<file path="src/rtl/ex_alu_control.sv">
// ex_alu_control
//   EX-stage ALU control decoder for the MIPS pipeline. Turns the 2-bit ALU-op
//   class from the ID/EX register, plus the R-type funct field, into the 3-bit
//   operation select driven into the EX-stage ALU. Both outputs are registered,
//   so the result appears one clock after the inputs are sampled.
//
//   Ports
//     clk               in   1  clock, all state updates on the rising edge
//     rst               in   1  synchronous reset, active-high
//     EX_alu_op         in   2  class: 00 add, 01 sub, 10 R-type, 11 or
//     EX_funct          in   6  instruction bits [5:0], decoded only for class 10
//     EX_alu_select     out  3  ALU select: 000 AND, 001 OR, 010 ADD, 110 SUB, 111 SLT
//     EX_funct_invalid  out  1  R-type funct that has no ALU mapping
module ex_alu_control (
  input  logic       clk,
  input  logic       rst,
  input  logic [1:0] EX_alu_op,
  input  logic [5:0] EX_funct,
  output logic [2:0] EX_alu_select,
  output logic       EX_funct_invalid
);

  localparam logic [2:0] SEL_AND = 3'b000;
  localparam logic [2:0] SEL_OR  = 3'b001;
  localparam logic [2:0] SEL_ADD = 3'b010;
  localparam logic [2:0] SEL_SUB = 3'b110;
  localparam logic [2:0] SEL_SLT = 3'b111;

  logic [2:0] alu_select_d, alu_select_q;
  logic       funct_invalid_d, funct_invalid_q;

  always_comb begin
    alu_select_d    = SEL_ADD;
    funct_invalid_d = 1'b0;
    unique case (EX_alu_op)
      2'b00: alu_select_d = SEL_ADD;
      2'b01: alu_select_d = SEL_SUB;
      2'b11: alu_select_d = SEL_OR;
      2'b10: begin
        // Signed/unsigned variants share an ALU operation; the overflow
        // distinction is handled outside this decoder.
        case (EX_funct)
          6'b100000, 6'b100001: alu_select_d = SEL_ADD;
          6'b100010, 6'b100011: alu_select_d = SEL_SUB;
          6'b100100:            alu_select_d = SEL_AND;
          6'b100101:            alu_select_d = SEL_OR;
          6'b101010, 6'b101011: alu_select_d = SEL_SLT;
          default: begin
            // Unmapped funct falls back to ADD so the ALU still produces a
            // defined value; the flag lets the core raise the exception.
            alu_select_d    = SEL_ADD;
            funct_invalid_d = 1'b1;
          end
        endcase
      end
      default: begin
        alu_select_d    = SEL_ADD;
        funct_invalid_d = 1'b0;
      end
    endcase
  end

  always_ff @(posedge clk) begin
    if (rst) begin
      alu_select_q    <= SEL_ADD;
      funct_invalid_q <= 1'b0;
    end else begin
      alu_select_q    <= alu_select_d;
      funct_invalid_q <= funct_invalid_d;
    end
  end

  assign EX_alu_select    = alu_select_q;
  assign EX_funct_invalid = funct_invalid_q;

endmodule

</file>
<file path="config.mk">
export PLATFORM = sky130hd
export DESIGN_NAME = ex_alu_control
export DESIGN_NICKNAME = d
export VERILOG_FILES = /design/src/rtl/ex_alu_control.sv
export SDC_FILE = /design/constraint.sdc
export NUM_CORES = 1
export LEC_CHECK = 0
export ABC_AREA = 1
export BUFFER_PORTS_ARGS = -buffer_cell sky130_fd_sc_hd__buf_2
export CAP_MARGIN = 20
export CORE_AREA = 2 2 39 41
export CTS_CLUSTER_SIZE = 12
export DETAILED_ROUTE_END_ITERATION = 8
export DIE_AREA = 0 0 41 43
export PLACE_DENSITY = 0.34
export SYNTH_ARGS = -nofsm -noshare
export SYNTH_HDL_FRONTEND = slang
export SYNTH_SLANG_ARGS = --single-unit
</file>
<file path="constraint.sdc">
create_clock -name clk -period 0.8 [get_ports clk]
set_input_delay 0.08 -clock clk [delete_from_list [all_inputs] [get_ports clk]]
set_output_delay 0.08 -clock clk [all_outputs]
set_load 0.05 [all_outputs]
</file>
==> flow_metrics.env, run 1 <==
export IMPL_outcome="completed"
export IMPL_max_freq_mhz=1300
export IMPL_cts_path_max_buffers=2
export IMPL_synth_seq_cells=4
export IMPL_fp_dieH_um=43
export IMPL_first_global_vias=229
export IMPL_grt_pass1_wl_um=862
export IMPL_die_area_um2=1760
export IMPL_cts_tree="built"
export IMPL_totalWireLength_um=441
export IMPL_cts_hold_buf=0
export IMPL_irDropWorstVdd_uv=308
export IMPL_synth_top_cell_by_area="dfxtp_1"
export IMPL_maxSlewViolCount=0
export IMPL_setup_viol=0
export IMPL_crit_buf_inv=1
export IMPL_critPathMaxFanout=1
export IMPL_grt_max_degree=5
export IMPL_tightest_slew_ns=0.134
export IMPL_power_density_nw_per_um2=1660
export IMPL_start_util=0.147
export IMPL_numCtsBuffers=3
export IMPL_internal_power_uw=427
export IMPL_drt_vias_per_instance=3.62
export IMPL_crit_type="flip-flop to output port"
export IMPL_net_switching_power_uw=146
export IMPL_htreeDepth=1
export IMPL_clkPwrFrac=0.419
export IMPL_first_pass_iters=2
export IMPL_synth_top_area_frac=0.393
export IMPL_power_frac_seq=0.375
export IMPL_syn_nets=39
export IMPL_die_x_um=41
export IMPL_antenna_found_initial=0
export IMPL_drive_gt1_frac=0.533
export IMPL_cpLargestDelayFamily="flip-flops"
export IMPL_detail_route_wl_per_cell_um=7.23
export IMPL_netlist_area_um2=204
export IMPL_post_dp_cell_area_um2=289
export IMPL_maxCapViolCount=0
export IMPL_worstPathRequired_ns=0.72
export IMPL_multiInputGateArea_um2=101
export IMPL_worst_setup_path_start_kind="flip-flop"
export IMPL_area_delta_synth_final_pct=69.3
export IMPL_layout_common_cells="buf_2 (9), inv_1 (5), nand2_1 (5), dfxtp_2 (4), nor2_1 (4)"
export IMPL_power_leakage_uw=0.000168
export IMPL_post_cts_buffers=0
export IMPL_vias=221
export IMPL_ios=14
export IMPL_mostFrequentLayoutCell="buf_2"
export IMPL_drc=0
export IMPL_synth_area_leaders="dfxtp_1 (39%), inv_1 (9.2%), nand2_1 (9.2%)"
export IMPL_critPathCaptureType="output port"
export IMPL_slew_headroom=0.910
export IMPL_finalCritPeriodShare=0.959
export IMPL_nets=57
export IMPL_path_depth=1
export IMPL_whs_ns=0.0675
export IMPL_core_um2=1380
export IMPL_hold_violations=0
export IMPL_hold_path_class="input port to flip-flop"
export IMPL_overflow=0
export IMPL_clockRootBuffer="clkbuf_4"
export IMPL_cts_sinks=4
export IMPL_gp_congestion=0.614
export IMPL_arrival_ns=0.69
export IMPL_yosysSeqAreaShare=0.393
export IMPL_p_sw_frac=0.255
export IMPL_ant_nets=0
export IMPL_combPwrFrac=0.206
export IMPL_cpPeakStageDelay_ns=0.32
export IMPL_nFillCells=164
export IMPL_worst_path_max_delay_cell="dfxtp_2"
export IMPL_synthDistinctLibCells=12
export IMPL_antenna_cells=0
export IMPL_gr_usage_all_layers=0.0791
export IMPL_ys_warnings_count=0
export IMPL_row_count=14
export IMPL_power_uw=574
export IMPL_clk_pin_slew_worst_paths_ns=0.04
export IMPL_setup_tns_ns=0
export IMPL_syn_avg_cell_area_um2=7.03
export IMPL_rsz0062_at_grt="true"
export IMPL_drt_iter0_drc=1
export IMPL_final_area_um2=345
export IMPL_netlist_instances=29
export IMPL_min_period_ns=0.767
export IMPL_seq_area_um2=85.1
export IMPL_numPortBuffers=13
export IMPL_cp_cell_sequence="buf_8"
export IMPL_hold_depth=2
## kinds of logic after synthesis
kind of cell | count (synthesis) | synth area share
flip-flops | 4 | 0.393
AO/OA/AOI/OAI | 3 | 0.0859
buffers and inverters | 6 | 0.110
AND/OR/NAND/NOR | 16 | 0.411
## repair_timing
item | in CTS | in global routing
endpoints found under the setup margin | 4 | 4
pin swaps | 0 | 0
hold endpoints to repair | 0 | 0
resized for setup | 8 | 5
cloned | 0 | 0
## metal layers
layer / GRT usage / part of all wire
met2: 0.0875 / 0.49
met3: 0.0314 / 0.11
met1: 0.0955 / 0.39
met4: 0.100 / 0
met5: 0 / 0
## power by group through the flow
stage | sequential, uW | combinational (uW) | clock (uW)
after detailed placement | 214 | 108 | 0
after floorplan | 245 | 34.3 | 0
after global placement | 214 | 109 | 0
after CTS | 213 | 118 | 262
final | 215 | 118 | 241
after global routing | 215 | 132 | 276
## final cells by class
| type | count | area share |
|---|---|---|
| Tap cell | 16 | 0.0580 |
| Clock buffer | 3 | 0.0652 |
| Timing Repair Buffer | 13 | 0.272 |
| Multi-Input combinational cell | 19 | 0.293 |
| Inverter | 6 | 0.0652 |
| Sequential cell | 4 | 0.246 |
## final timing paths
path        startpoint          endpoint
min                rst  EX_alu_select[2]
max   EX_funct_invalid  EX_funct_invalid
## through the flow
stage | cells | utilization | worst slack, ns
floorplan | 29 | - | 0.133
global route | 61 | 0.250 | -0.00107
CTS | 61 | 0.243 | 0.00454
global placement | 58 | 0.209 | 0.0958
detailed placement | 58 | 0.209 | 0.105
finish | 61 | 0.250 | 0.0329
## flip-flops by register name, summed over array words and instances, names as in the netlist
name,flops
EX_alu_select,3
EX_funct_invalid,1
## cell usage after synthesis (all sizes together)
master  number
nand3b       1
inv          6
o21bai       1
nor2         6
nand2        5
o21ai        2
nor3         1
nand3        3
dfxtp        4
No activity file was read; power rests on OpenSTA's default activity.
==> run 2: changes to the inputs <==
--- a/config.mk
+++ b/config.mk
@@ -5,14 +5,15 @@
 export SDC_FILE = /design/constraint.sdc
 export NUM_CORES = 1
 export LEC_CHECK = 0
-export ABC_AREA = 1
 export BUFFER_PORTS_ARGS = -buffer_cell sky130_fd_sc_hd__buf_2
 export CAP_MARGIN = 20
 export CORE_AREA = 2 2 39 41
 export CTS_CLUSTER_SIZE = 12
 export DETAILED_ROUTE_END_ITERATION = 8
 export DIE_AREA = 0 0 41 43
-export PLACE_DENSITY = 0.34
+export PLACE_DENSITY = 0.32
+export SKIP_LAST_GASP = 1
+export SLEW_MARGIN = 20
 export SYNTH_ARGS = -nofsm -noshare
 export SYNTH_HDL_FRONTEND = slang
 export SYNTH_SLANG_ARGS = --single-unit
==> run 2 against run 1 <==
  * Total power is 1.9% lower
  * Largest cell class unchanged
  * Cell area shrank 10%
  * Worst hold slack worse by 0.057 ns
  * Routed wire length fell by 0.23%
==> flow_metrics.env, run 2 <==
export IMPL_nets=44
export IMPL_cts_tree="built"
export IMPL_power_leakage_uw=0.000132
export IMPL_postLayoutCoreUtil=0.224
export IMPL_drc=0
export IMPL_ios=14
export IMPL_largest_register_ffs=3
export IMPL_totalWireLength_um=440
export IMPL_cts_sinks=4
export IMPL_grt_max_degree=6
export IMPL_first_global_vias=168
export IMPL_min_period_ns=0.774
export IMPL_ant_nets=0
export IMPL_crit_type="flip-flop to output port"
export IMPL_finalCritPeriodShare=0.968
export IMPL_tightest_slew_ns=0.260
export IMPL_setup_tns_ns=0
export IMPL_synth_flop_cell="dfxtp_1"
export IMPL_setup_viol=0
export IMPL_dp_hpwl_um=377
export IMPL_yosysSeqAreaShare=0.460
export IMPL_hold_path_class="input port to flip-flop"
export IMPL_numCtsBuffers=3
export IMPL_clockRootBuffer="clkbuf_4"
export IMPL_cpLargestDelayFamily="flip-flops"
export IMPL_async_flop_share=0
export IMPL_detail_route_wl_per_cell_um=9.17
export IMPL_drt_iter0_drc=2
export IMPL_ys_warnings_count=0
export IMPL_area_delta_synth_final_pct=78.4
export IMPL_netlist_instances=16
export IMPL_grt_pass1_wl_um=572
export IMPL_core_um2=1380
export IMPL_htreeDepth=1
export IMPL_gp_congestion=0.673
export IMPL_synth_seq_cells=4
export IMPL_drive_gt1_frac=0.656
export IMPL_drt_vias_per_instance=3.79
export IMPL_syn_nets=26
export IMPL_synth_area_leaders="dfxtp_1 (46%), nor4b_4 (14%), a21oi_1 (12%)"
export IMPL_layout_common_cells="buf_2 (9), a21oi_1 (4), buf_6 (4), dfxtp_2 (3), clkbuf_4 (3)"
export IMPL_mostFrequentLayoutCell="buf_2"
export IMPL_whs_ns=0.0110
export IMPL_clk_pin_slew_worst_paths_ns=0.04
export IMPL_die_x_um=41
export IMPL_worstPathRequired_ns=0.72
export IMPL_arrival_ns=0.69
export IMPL_synth_edf_count=0
export IMPL_antenna_found_initial=0
export IMPL_gr_usage_all_layers=0.0532
export IMPL_critPathMaxFanout=1
export IMPL_pre_cts_ws_ns=-0.160
export IMPL_maxSlewViolCount=0
export IMPL_setup_slack_ns=0.0258
export IMPL_overflow=0
export IMPL_worst_path_max_delay_cell="dfxtp_1"
export IMPL_post_cts_buffers=0
export IMPL_antenna_cells=0
export IMPL_outcome="completed"
export IMPL_worst_setup_path_start_kind="flip-flop"
export IMPL_syn_avg_cell_area_um2=10.9
export IMPL_nFillCells=156
export IMPL_power_density_nw_per_um2=1810
export IMPL_row_count=14
export IMPL_critPathCaptureType="output port"
export IMPL_maxCapViolCount=0
export IMPL_synth_common_cells="a21oi_1 (4), dfxtp_1 (4), nand2b_1 (2)"
export IMPL_cp_cell_sequence="buf_6"
export IMPL_numPortBuffers=13
export IMPL_max_freq_mhz=1290
export IMPL_start_util=0.126
export IMPL_hold_violations=0
export IMPL_synth_top_area_frac=0.460
export IMPL_vias=182
export IMPL_slew_headroom=0.826
export IMPL_rsz0062_at_grt="false"
export IMPL_final_area_um2=310
export IMPL_netlist_area_um2=174
export IMPL_cts_path_max_buffers=2
export IMPL_fp_dieH_um=43
export IMPL_synth_top_cell_by_area="dfxtp_1"
export IMPL_cpPeakStageDelay_ns=0.31
export IMPL_first_pass_iters=2
export IMPL_irDropWorstVdd_uv=283
export IMPL_die_area_um2=1760
export IMPL_synthDistinctLibCells=9
export IMPL_crit_buf_inv=1
export IMPL_post_dp_cell_area_um2=259
run 2: cell types whose count changed in the layout (fill, tap and decap cells not counted), sizes merged, moves of 2 or more:
cell    change
nand2b      +2
o21ai       -2
nor2        -6
a21oi       +4
nand3       -2
inv         -6
nand2       -5
run 2: stage by stage:
| stage | total power, uW | cells |
|---|---|---|
| after CTS | 579 | 48 |
| after floorplan | 266 | 16 |
| final | 563 | 48 |
| after global routing | 587 | 48 |
| after global placement | 307 | 45 |
| after detailed placement | 309 | 45 |
run 2: cell type report:
class,count,area [um^2],area share
multi-input combinational,12,93.8,0.302
timing repair buffer,13,90.1,0.290
sequential,4,83.8,0.270
clock buffer,3,22.5,0.0726
tap,16,20.0,0.0645
run 2: cells by family (layout without fill, tap and decap cells):
| group | after synthesis | in the layout | synth area share |
|---|---|---|---|
| simple gates | 8 | 8 | 0.424 |
| compound gates | 4 | 4 | 0.115 |
| flops | 4 | 4 | 0.460 |
| buf+inv | 0 | 16 | 0 |
run 2: worst paths after layout:
path                          from  depth (start not counted)  slack [ns]          endpoint
setup / recovery  EX_funct_invalid                          1        0.03  EX_funct_invalid
hold / removal                 rst                          2        0.01  EX_alu_select[2]
run 2: where the power goes:
group          switching [uW]  internal, uW
Clock                    76.4           167
Combinational            58.5          46.3
Sequential               3.57           211
Total                     138           424
run 2: repair_timing:
item	in CTS	in global routing
hold endpoints to repair	0	0
resized for setup	8	3
hold buffers	0	0
endpoints found under the setup margin	4	3
run 2: routing by layer:
| layer | wire length (um) | up-vias | global-route usage |
|---|---|---|---|
| met2 | 254 | 6 | 0.0750 |
| li1 | - | 94 | - |
| met5 | 0 | - | 0 |
| met1 | 159 | 82 | 0.0450 |
| met4 | 0 | 0 | 0.100 |
| met3 | 26 | 0 | 0 |
==> run 3: changes to the inputs <==
--- a/config.mk
+++ b/config.mk
@@ -11,7 +11,6 @@
 export CTS_CLUSTER_SIZE = 12
 export DETAILED_ROUTE_END_ITERATION = 8
 export DIE_AREA = 0 0 41 43
-export PLACE_DENSITY = 0.32
 export SKIP_LAST_GASP = 1
 export SLEW_MARGIN = 20
 export SYNTH_ARGS = -nofsm -noshare
==> run 3 against run 2 <==
  * Sequential power about the same
  * Critical path depth unchanged
  * Clock power up 3%
  * Sequential share of layout area down 0.93 points
==> flow_metrics.env, run 3 (synthesis gave the netlist of run 2 again) <==
export IMPL_outcome="completed"
export IMPL_hold_path_class="input port to flip-flop"
export IMPL_numPortBuffers=13
export IMPL_antenna_cells=0
export IMPL_grt_pass1_wl_um=524
export IMPL_totalWireLength_um=432
export IMPL_met3_length_um=31
export IMPL_arrival_ns=0.70
export IMPL_cpPeakStageDelay_ns=0.31
export IMPL_row_count=14
export IMPL_clk_pin_slew_worst_paths_ns=0.04
export IMPL_slew_headroom=0.833
export IMPL_fp_dieH_um=43
export IMPL_finalCritPeriodShare=0.974
export IMPL_core_um2=1380
export IMPL_worst_setup_path_start_kind="flip-flop"
export IMPL_ant_nets=0
export IMPL_detail_route_wl_per_cell_um=8.82
export IMPL_top_layer="met3"
export IMPL_worst_path_max_delay_cell="dfxtp_1"
export IMPL_finalNonFillerCells=49
export IMPL_wl_met1_um=161
export IMPL_drive_gt1_frac=0.636
export IMPL_cts_path_max_buffers=2
export IMPL_setup_viol=0
export IMPL_maxCapViolCount=0
export IMPL_gp_congestion=0.601
export IMPL_vias=189
export IMPL_critPathMaxFanout=1
export IMPL_gr_usage_all_layers=0.0481
export IMPL_maxSlewViolCount=0
export IMPL_die_area_um2=1760
export IMPL_mostFrequentLayoutCell="buf_2"
export IMPL_cts_tree="built"
export IMPL_nets=45
export IMPL_drt_vias_per_instance=3.86
export IMPL_cp_cell_sequence="buf_6"
export IMPL_overflow=0
export IMPL_cts_hold_buf=0
export IMPL_hold_violations=0
export IMPL_worstPathRequired_ns=0.72
export IMPL_seq_area_um2=82.6
export IMPL_drt_iter0_drc=1
export IMPL_layout_common_cells="buf_2 (9), a21oi_1 (4), buf_6 (4), clkbuf_4 (3)"
export IMPL_power_density_nw_per_um2=1800
export IMPL_largest_register_ffs=3
export IMPL_nFillCells=154
export IMPL_cpLargestDelayFamily="flip-flops"
export IMPL_drc=0
export IMPL_min_period_ns=0.779
export IMPL_tightest_slew_ns=0.248
export IMPL_numCtsBuffers=3
export IMPL_max_freq_mhz=1280
export IMPL_clockRootBuffer="clkbuf_4"
export IMPL_area_delta_synth_final_pct=82.0
export IMPL_rsz0062_at_grt="false"
export IMPL_multiInputGateArea_um2=93.8
export IMPL_ios=14
export IMPL_power_uw=571
export IMPL_htreeDepth=1
export IMPL_dp_cells=46
export IMPL_power_leakage_uw=0.000138
export IMPL_crit_type="flip-flop to output port"
export IMPL_crit_buf_inv=1
export IMPL_critPathCaptureType="output port"
export IMPL_routed_wl_met2_um=238
export IMPL_dp_hpwl_um=362
export IMPL_irDropWorstVdd_uv=315
export IMPL_grt_max_degree=6
export IMPL_first_global_vias=168
export IMPL_die_x_um=41
export IMPL_antenna_found_initial=0
export IMPL_start_util=0.126
export IMPL_cts_sinks=4
export IMPL_first_pass_iters=2
## run 3: changes by cell type in the layout (fill, tap and decap cells not counted), sizes merged
cell / delta
buf: +1
## run 3: area by class of cell
cell class	count	share of cell area
Clock buffer	3	0.0711
Tap cell	16	0.0632
Sequential cell	4	0.261
Multi-Input combinational cell	12	0.296
Timing Repair Buffer	14	0.308
## run 3: power by group
group,switching (uW),internal (uW)
clock network,83.2,168
registers,3.61,210
logic,58.7,47.8
total,146,426
## run 3: what timing repair did
action / in CTS / in global routing
setup buffers: 0 / 0
pin swaps: 0 / 0
resized for setup: 8 / 2
setup endpoints to repair: 4 / 2
## run 3: final timing paths
path,from,endpoint,depth (start not counted)
worst max-delay path,EX_alu_select[1],EX_alu_select[1],1
worst min-delay path,rst,EX_alu_select[2],2
## run 3: per-layer routing
layer  GRT usage  vias to the layer above
li1            -                       97
met1      0.0385                       85
met2      0.0750                        7
met3           0                        0
met4      0.0800                        0
met5           0                        -
## run 3: per-stage QoR
| stage | setup slack, ns | instance area (um^2) | hold WS [ns] | TNS [ns] | util |
|---|---|---|---|---|---|
| final | 0.0209 | 317 | 0.00913 | 0 | 0.229 |
| after global routing | 0.00328 | 317 | 0.00974 | 0 | 0.229 |
| after CTS | 0.00273 | 314 | 0.0111 | 0 | 0.227 |
| after detailed placement | -0.118 | 267 | 0.257 | -0.247 | 0.193 |
| after global placement | -0.104 | 267 | 0.252 | -0.222 | 0.193 |
| after floorplan | 0.0371 | 174 | 0.149 | 0 | - |
